## config.mk

```make
export PLATFORM = sky130hd
export DESIGN_NAME = mem_access_ctrl
export DESIGN_NICKNAME = d
export VERILOG_FILES = /design/src/rtl/mem_access_ctrl_pkg.sv /design/src/rtl/mem_access_ctrl.sv
export SDC_FILE = /design/constraint.sdc
export NUM_CORES = 1
export LEC_CHECK = 0
export BUFFER_PORTS_ARGS = -buffer_cell sky130_fd_sc_hd__buf_2
export CORE_ASPECT_RATIO = 1.75
export CORE_MARGIN = 1
export CORE_UTILIZATION = 46
export DETAILED_ROUTE_END_ITERATION = 10
export GPL_ROUTABILITY_DRIVEN = 0
export PLACE_DENSITY = 0.8
export SLEW_MARGIN = 10
export SYNTH_ARGS = -nofsm -noshare
export SYNTH_HDL_FRONTEND = slang
export SYNTH_SLANG_ARGS = --single-unit
```

## constraint.sdc

```tcl
create_clock -name clk -period 2.3 [get_ports clk]
set_input_delay 0.46 -clock clk [delete_from_list [all_inputs] [get_ports clk]]
set_output_delay 0.46 -clock clk [all_outputs]
set_load 0.1 [all_outputs]
```

## src/rtl/mem_access_ctrl_pkg.sv

```systemverilog
`default_nettype none
// +----------------------------------------------------------------------+
// | mem_access_ctrl_pkg                                                  |
// | Shared state encoding and default geometry of the data memory.       |
// | Revision: 1.0                                                        |
// +----------------------------------------------------------------------+
package mem_access_ctrl_pkg;

  localparam int c_addr_w = 16;
  localparam int c_data_w = 32;
  localparam int c_depth  = 16;

  typedef enum logic [1:0] {
    ST_IDLE    = 2'd0,
    ST_ISSUE   = 2'd1,
    ST_CAPTURE = 2'd2,
    ST_RESP    = 2'd3
  } state_t;

endpackage : mem_access_ctrl_pkg
`default_nettype wire

```

## src/rtl/mem_access_ctrl.sv

```systemverilog
`default_nettype none
// +----------------------------------------------------------------------+
// | mem_access_ctrl                                                      |
// | Single-outstanding load/store sequencer for the 32-bit data memory.  |
// | Revision: 1.0                                                        |
// +----------------------------------------------------------------------+
module mem_access_ctrl
  import mem_access_ctrl_pkg::*;
#(
  parameter int ADDR_W = c_addr_w,
  parameter int DATA_W = c_data_w,
  parameter int DEPTH  = c_depth
) (
  input  logic              clk,
  input  logic              rst,
  input  logic              req_valid,
  output logic              req_ready,
  input  logic              req_we,
  input  logic [ADDR_W-1:0] req_addr,
  input  logic [DATA_W-1:0] req_wdata,
  output logic              rsp_valid,
  input  logic              rsp_ready,
  output logic [DATA_W-1:0] rsp_rdata,
  output logic              rsp_we,
  output logic              rsp_err,
  output logic              mwr,
  output logic              mrd,
  output logic [ADDR_W-1:0] add,
  output logic [DATA_W-1:0] data,
  input  logic [DATA_W-1:0] mdata
);

  // One extra bit so a DEPTH of 2**ADDR_W still compares correctly.
  localparam logic [ADDR_W:0] c_depth_ext = DEPTH[ADDR_W:0];

  state_t r_state;
  logic   w_out_of_range;

  assign w_out_of_range = ({1'b0, req_addr} >= c_depth_ext);
  assign req_ready      = (r_state == ST_IDLE);

  always_ff @(posedge clk or negedge rst) begin
    if (!rst) begin
      r_state   <= ST_IDLE;
      mwr       <= 1'b0;
      mrd       <= 1'b0;
      add       <= '0;
      data      <= '0;
      rsp_valid <= 1'b0;
      rsp_rdata <= '0;
      rsp_we    <= 1'b0;
      rsp_err   <= 1'b0;
    end else begin
      case (r_state)
        ST_IDLE: begin
          if (req_valid) begin
            rsp_we    <= req_we;
            rsp_rdata <= '0;
            if (w_out_of_range) begin
              rsp_err   <= 1'b1;
              rsp_valid <= 1'b1;
              r_state   <= ST_RESP;
            end else begin
              add     <= req_addr;
              data    <= req_wdata;
              mwr     <= req_we;
              mrd     <= !req_we;
              rsp_err <= 1'b0;
              r_state <= ST_ISSUE;
            end
          end
        end

        // Memory samples the strobe at this edge; read data arrives one cycle later.
        ST_ISSUE: begin
          mwr <= 1'b0;
          mrd <= 1'b0;
          if (rsp_we) begin
            rsp_valid <= 1'b1;
            rsp_rdata <= '0;
            r_state   <= ST_RESP;
          end else begin
            r_state <= ST_CAPTURE;
          end
        end

        ST_CAPTURE: begin
          rsp_rdata <= mdata;
          rsp_valid <= 1'b1;
          r_state   <= ST_RESP;
        end

        ST_RESP: begin
          if (rsp_ready) begin
            rsp_valid <= 1'b0;
            r_state   <= ST_IDLE;
          end
        end

        default: r_state <= ST_IDLE;
      endcase
    end
  end

endmodule : mem_access_ctrl
`default_nettype wire

```

* After elaboration in Yosys (flattened, before gate mapping)
Cells that the tools add are included.
** Operators by class
- $lt $le $gt $ge :: 1
- Equal/unequal tests :: 8
- Multiplexer cells :: 20
- Bitwise gates (word level) :: 1
- Reductions and logical operators :: 10
** Operators by type and width (count)
- one-hot mux 32 bit (3 select lines) :: 1
- two-way mux 32 bit :: 2
- greater-or-equal comparator 16 x 5 -> 1 bit, second input constant :: 1
- two-way mux 1 bit :: 10
- AND reduction 3 bit :: 3
- != test 2 bit, second input constant :: 4
- one-hot mux 2 bit (4 select lines) :: 1
- two-way mux 2 bit :: 3
- == test 2 bit, second input constant :: 2
- one-hot mux 1 bit (2 select lines) :: 2
- one-hot mux 1 bit (4 select lines) :: 1
- AND reduction 2 bit :: 2
- AND reduction 4 bit :: 1
- nonzero test 3 bit :: 1
- == test 2 x 1 -> 1 bit, second input constant :: 1
- logical NOT 2 bit :: 1
- != test 2 x 1 -> 1 bit, second input constant :: 1
- nonzero test 2 bit :: 1
- logical NOT 1 bit :: 1
- inverter 1 bit :: 1
** Word-level totals
- Bits in registers :: 87
- Output and inout bits :: 86
- Word-level logic and storage cells :: 49

* Logic depth before layout (Yosys ltp)
- Word-level depth :: 4
- Gate-level depth with buffers :: 8
- Depth with buffers taken out :: 6

* Least setup slack after synthesis
No wires, ideal clock.
- Path type :: register -> register
- Start point :: register r_state[0]
- End point :: register data[20]
- Library setup time :: 125 ps
- Arrival time :: 2420 ps
- Required time :: 2175 ps
- Slack :: -246 ps
- Stages on the path, launching flop included :: 7
- Clock period less this slack :: 2546 ps
- Path through :: dfrtp_1 inv_1 ha_1 and2_1 nand4_4 buf_2 mux2_4
** On the way
- Word-level cells in the longest chain between the ends :: 2
** RTL lines
- start, declared :: line mem_access_ctrl.sv:36 : state_t r_state;
- start signal, assigned :: line mem_access_ctrl.sv:44 : r_state <= ST_IDLE;
- start signal, assigned :: line mem_access_ctrl.sv:62 : r_state <= ST_RESP;
- start signal, assigned :: line mem_access_ctrl.sv:69 : r_state <= ST_ISSUE;
- logical NOT 2 bit
- via req_ready :: line mem_access_ctrl.sv:17 : output logic req_ready,
- AND reduction 3 bit (no line)
- end signal, assigned :: line mem_access_ctrl.sv:65 : data <= req_wdata;
- end, declared :: line mem_access_ctrl.sv:29 : output logic [DATA_W-1:0] data,
The timed path passes the listed nets, and every way through them passes these cells.
A chain may end at the register's enable or synchronous reset.

* Final worst setup path
- Start point :: register r_state[0]
- End point :: output port req_ready
** On the way
- Word-level cells in the longest chain between the ends :: 1
** RTL lines
- logical NOT 2 bit :: line mem_access_ctrl.sv:40 : assign req_ready = (r_state == ST_IDLE);
- end, declared :: line mem_access_ctrl.sv:17
Every way passes these cells.

==> qor.txt <==
Mux cell area share after synthesis - 0.132
Post-synthesis compound-gate area fraction - 0.0144
Max-Cap Viols - 0
Yosys cell types - 28
Yosys top cell by area - dfrtp_1
Max Transition Viols Final - 0
Largest net degree at the start of global routing - 54
Final nets - 546
Top-count cell post-synth - dfrtp_1
Setup crit end kind - output port
Port bufs - 170
Pleak - 2.88 nW
PD cells - 1440 nW/µm²
Global-route wire length before repair - 12.6 mm
Yosys warnings - 0
Average via count per standard cell - 5.00
1st-iter DRT viols - 131
TritonCTS sink count - 87
Drt drc - 0
Synth top area share - 0.627
Top cells by instance count after synthesis - 87 x dfrtp_1, 65 x nand2_1, 34 x nand3_1
Synthesized area per cell - 12.3 µm²
Post-CTS Resized - 0
Worst Hold Class - in -> async
Longest Clk Path Bufs - 2
Largest cells by area after synthesis - dfrtp_1 63%, mux2_1 9.7%, nand2_1 7.0%, nand3_1 4.9%, and2_1 2.3%
Post-CTS Setup Inserts - 0
Area share of fa/ha/maj cells after synthesis - 0.0180
CP startpoint kind - register
Outcome - complete, no violations
Largest family of logic cells by synthesized area - simple AND/OR/NAND/NOR gates
Die ar. - 7920 µm²
CP Cell Sequence - inv_1 -> ha_2 -> buf_2
Area growth syn-to-layout - 36.6%
DPL Wire Length - 6.06 mm
Setup violators final - 0
RSZ-0062 raised after global routing - no
Gate Count Post-Synth - 283
Fmax - 481 MHz
CTS tree - done
Filler Cell Count - 564
EDFF count, synth - 0
Layout cell share with drive strength beyond 1 - 0.443
Initial antenna violation count - 0
Worst-path maximum fanout - 8
Fin. Hold Viols - 0
DR pass1 iterations - 4
Slew headroom - 0.662
Critical Path RT - 1.84 ns
Synth Area in XOR/XNOR - 0
Setup TNS - 0 ns
Total GRT Usage - 0.221
H-tree depth - 3
WS Path Type - reg -> out
Max incr delay on CP - 0.46 ns
CTS root buf - clkbuf_16
Minimum clock period - 2.08 ns
Starting Density - 0.480
Fin crit share - 0.903
Worst-margin pin slew - 0.510 ns
Async SR Flop Fraction - 1.00
Seq cells post-synth - 87
Die span in x - 67.7 µm
Peak supply drop - 970 µV
Row count - 41
Clk pin slew, worst setup/hold paths - 0.06 ns
CP max-delay cell - dfrtp_1
Routed Antenna Nets - 0
Main flop type after synthesis - dfrtp_1
I/O Pins - 171
Mapped cell area - 3470 µm²
Die H - 117 µm
Seq/Total Area, Yosys - 0.627
Final core utilization - 0.656
Vias in the first global route - 2,737
Post-CTS Hold Buffers - 0
Num CTS Buffers - 9
Crit path DAT - 1.62 ns
Drt wl/cell - 15.0 µm
Total core area - 7230 µm²
Final WL - 8.17 mm
Clock skew - 0.00429 ns
Post-Synth Simple-Gate Area - 0.179
GRT overflow - 0
Synthesized net count - 373
Vias post-DR - 2,729
Antenna diodes - 0
Worst skew pair latency - 0.33 ns
[stage by stage]
stage	setup WS [ns]	total power [mW]	area, µm²	hold WS [ns]	instances
after global placement	0.505	5.35	4450	0.441	531
after global routing	0.157	7.15	4750	0.109	546
after CTS	0.211	6.89	4750	0.0922	546
final	0.223	6.82	4750	0.0781	546
after detailed placement	0.407	5.43	4450	0.449	531
after floorplan	0.105	4.69	3480	0.164	283
[final timing paths]
check                                           from                        end  slack, ns  cells after the start
min                                              rst         add[7]$_DFFE_PN0P_       0.08                      1
max reg2reg                   r_state[0]$_DFFE_PN0P_        data[9]$_DFFE_PN0P_       0.39                      6
min reg2reg                rsp_rdata[15]$_DFFE_PN0P_  rsp_rdata[15]$_DFFE_PN0P_       0.46                      2
max in group asynchronous                        rst       data[23]$_DFFE_PN0P_       1.57                      2
min in group clk                       req_wdata[19]       data[19]$_DFFE_PN0P_       0.33                      2
max                           r_state[0]$_DFFE_PN0P_                  req_ready       0.22                      3
[critical path, delay by kind of cell (launching register included)]
kind	cells	cell delay, ns
adders and majority gates	1	0.26
buffers and inverters	2	0.57
DFF	1	0.46
[final cells by class]
type / instances / area [µm²] / share of cell area
tap: 86 / 108 / 0.0227
timing repair buffer: 177 / 943 / 0.199
inverter: 5 / 18.8 / 0.00395
sequential: 87 / 2180 / 0.459
clock buffer: 12 / 256 / 0.0540
multi-input combinational: 176 / 1200 / 0.253
clock inverter: 3 / 42.5 / 0.00896
[per-layer routing]
| metal | vias up | GRT usage | share of wire |
|---|---|---|---|
| met2 | 108 | 0.375 | 0.54 |
| met5 | - | 0 | 0 |
| met3 | 30 | 0.0378 | 0.053 |
| met4 | 0 | 0.176 | 0.053 |
| li1 | 1290 | - | - |
| met1 | 1301 | 0.232 | 0.35 |
[power breakdown]
group | total [mW] | switching (mW) | internal (mW)
sequential | 1.98 | 0.166 | 1.81
clock | 1.43 | 0.543 | 0.892
combinational | 3.40 | 2.81 | 0.594
[logic make-up (layout without fill, tap and decap cells)]
group,count (synthesis),count (layout)
adders and majority gates,5,5
buffers and inverters,20,197
muxes,40,40
and+or+nand+nor,123,123
AOI/OAI and AO/OA,8,8
DFF,87,87
[state kept, by name, summed over array words and instances (netlist names)]
signal     count
rsp_err        1
mrd            1
rsp_we         1
mwr            1
rsp_valid      1
data          32
add           16
r_state        2
rsp_rdata     32
[cells in the final DEF (no fill, tap or decap)]
cell / count
buf_2: 169
dfrtp_1: 87
nand2_1: 65
nand3_1: 34
mux2_1: 30
and2_1: 13
clkbuf_16: 9
inv_1: 5
buf_4: 5
mux2_2: 4
ha_1: 4
nor4_4: 3
mux2_4: 3
mux2i_1: 3
buf_12: 3
nor2b_1: 2
o21ai_1: 2
clkbuf_8: 2
nand4_4: 1
a21oi_1: 1
nor2_1: 1
a31oi_1: 1
o22a_1: 1
or3_1: 1
nor3_2: 1
nand4_1: 1
o211ai_1: 1
o21ai_0: 1
o21a_1: 1
nand3b_1: 1
ha_2: 1
clkinvlp_4: 1
clkbuf_1: 1
bufinv_16: 1
clkinv_2: 1
Power figures use the tool's default switching activity.
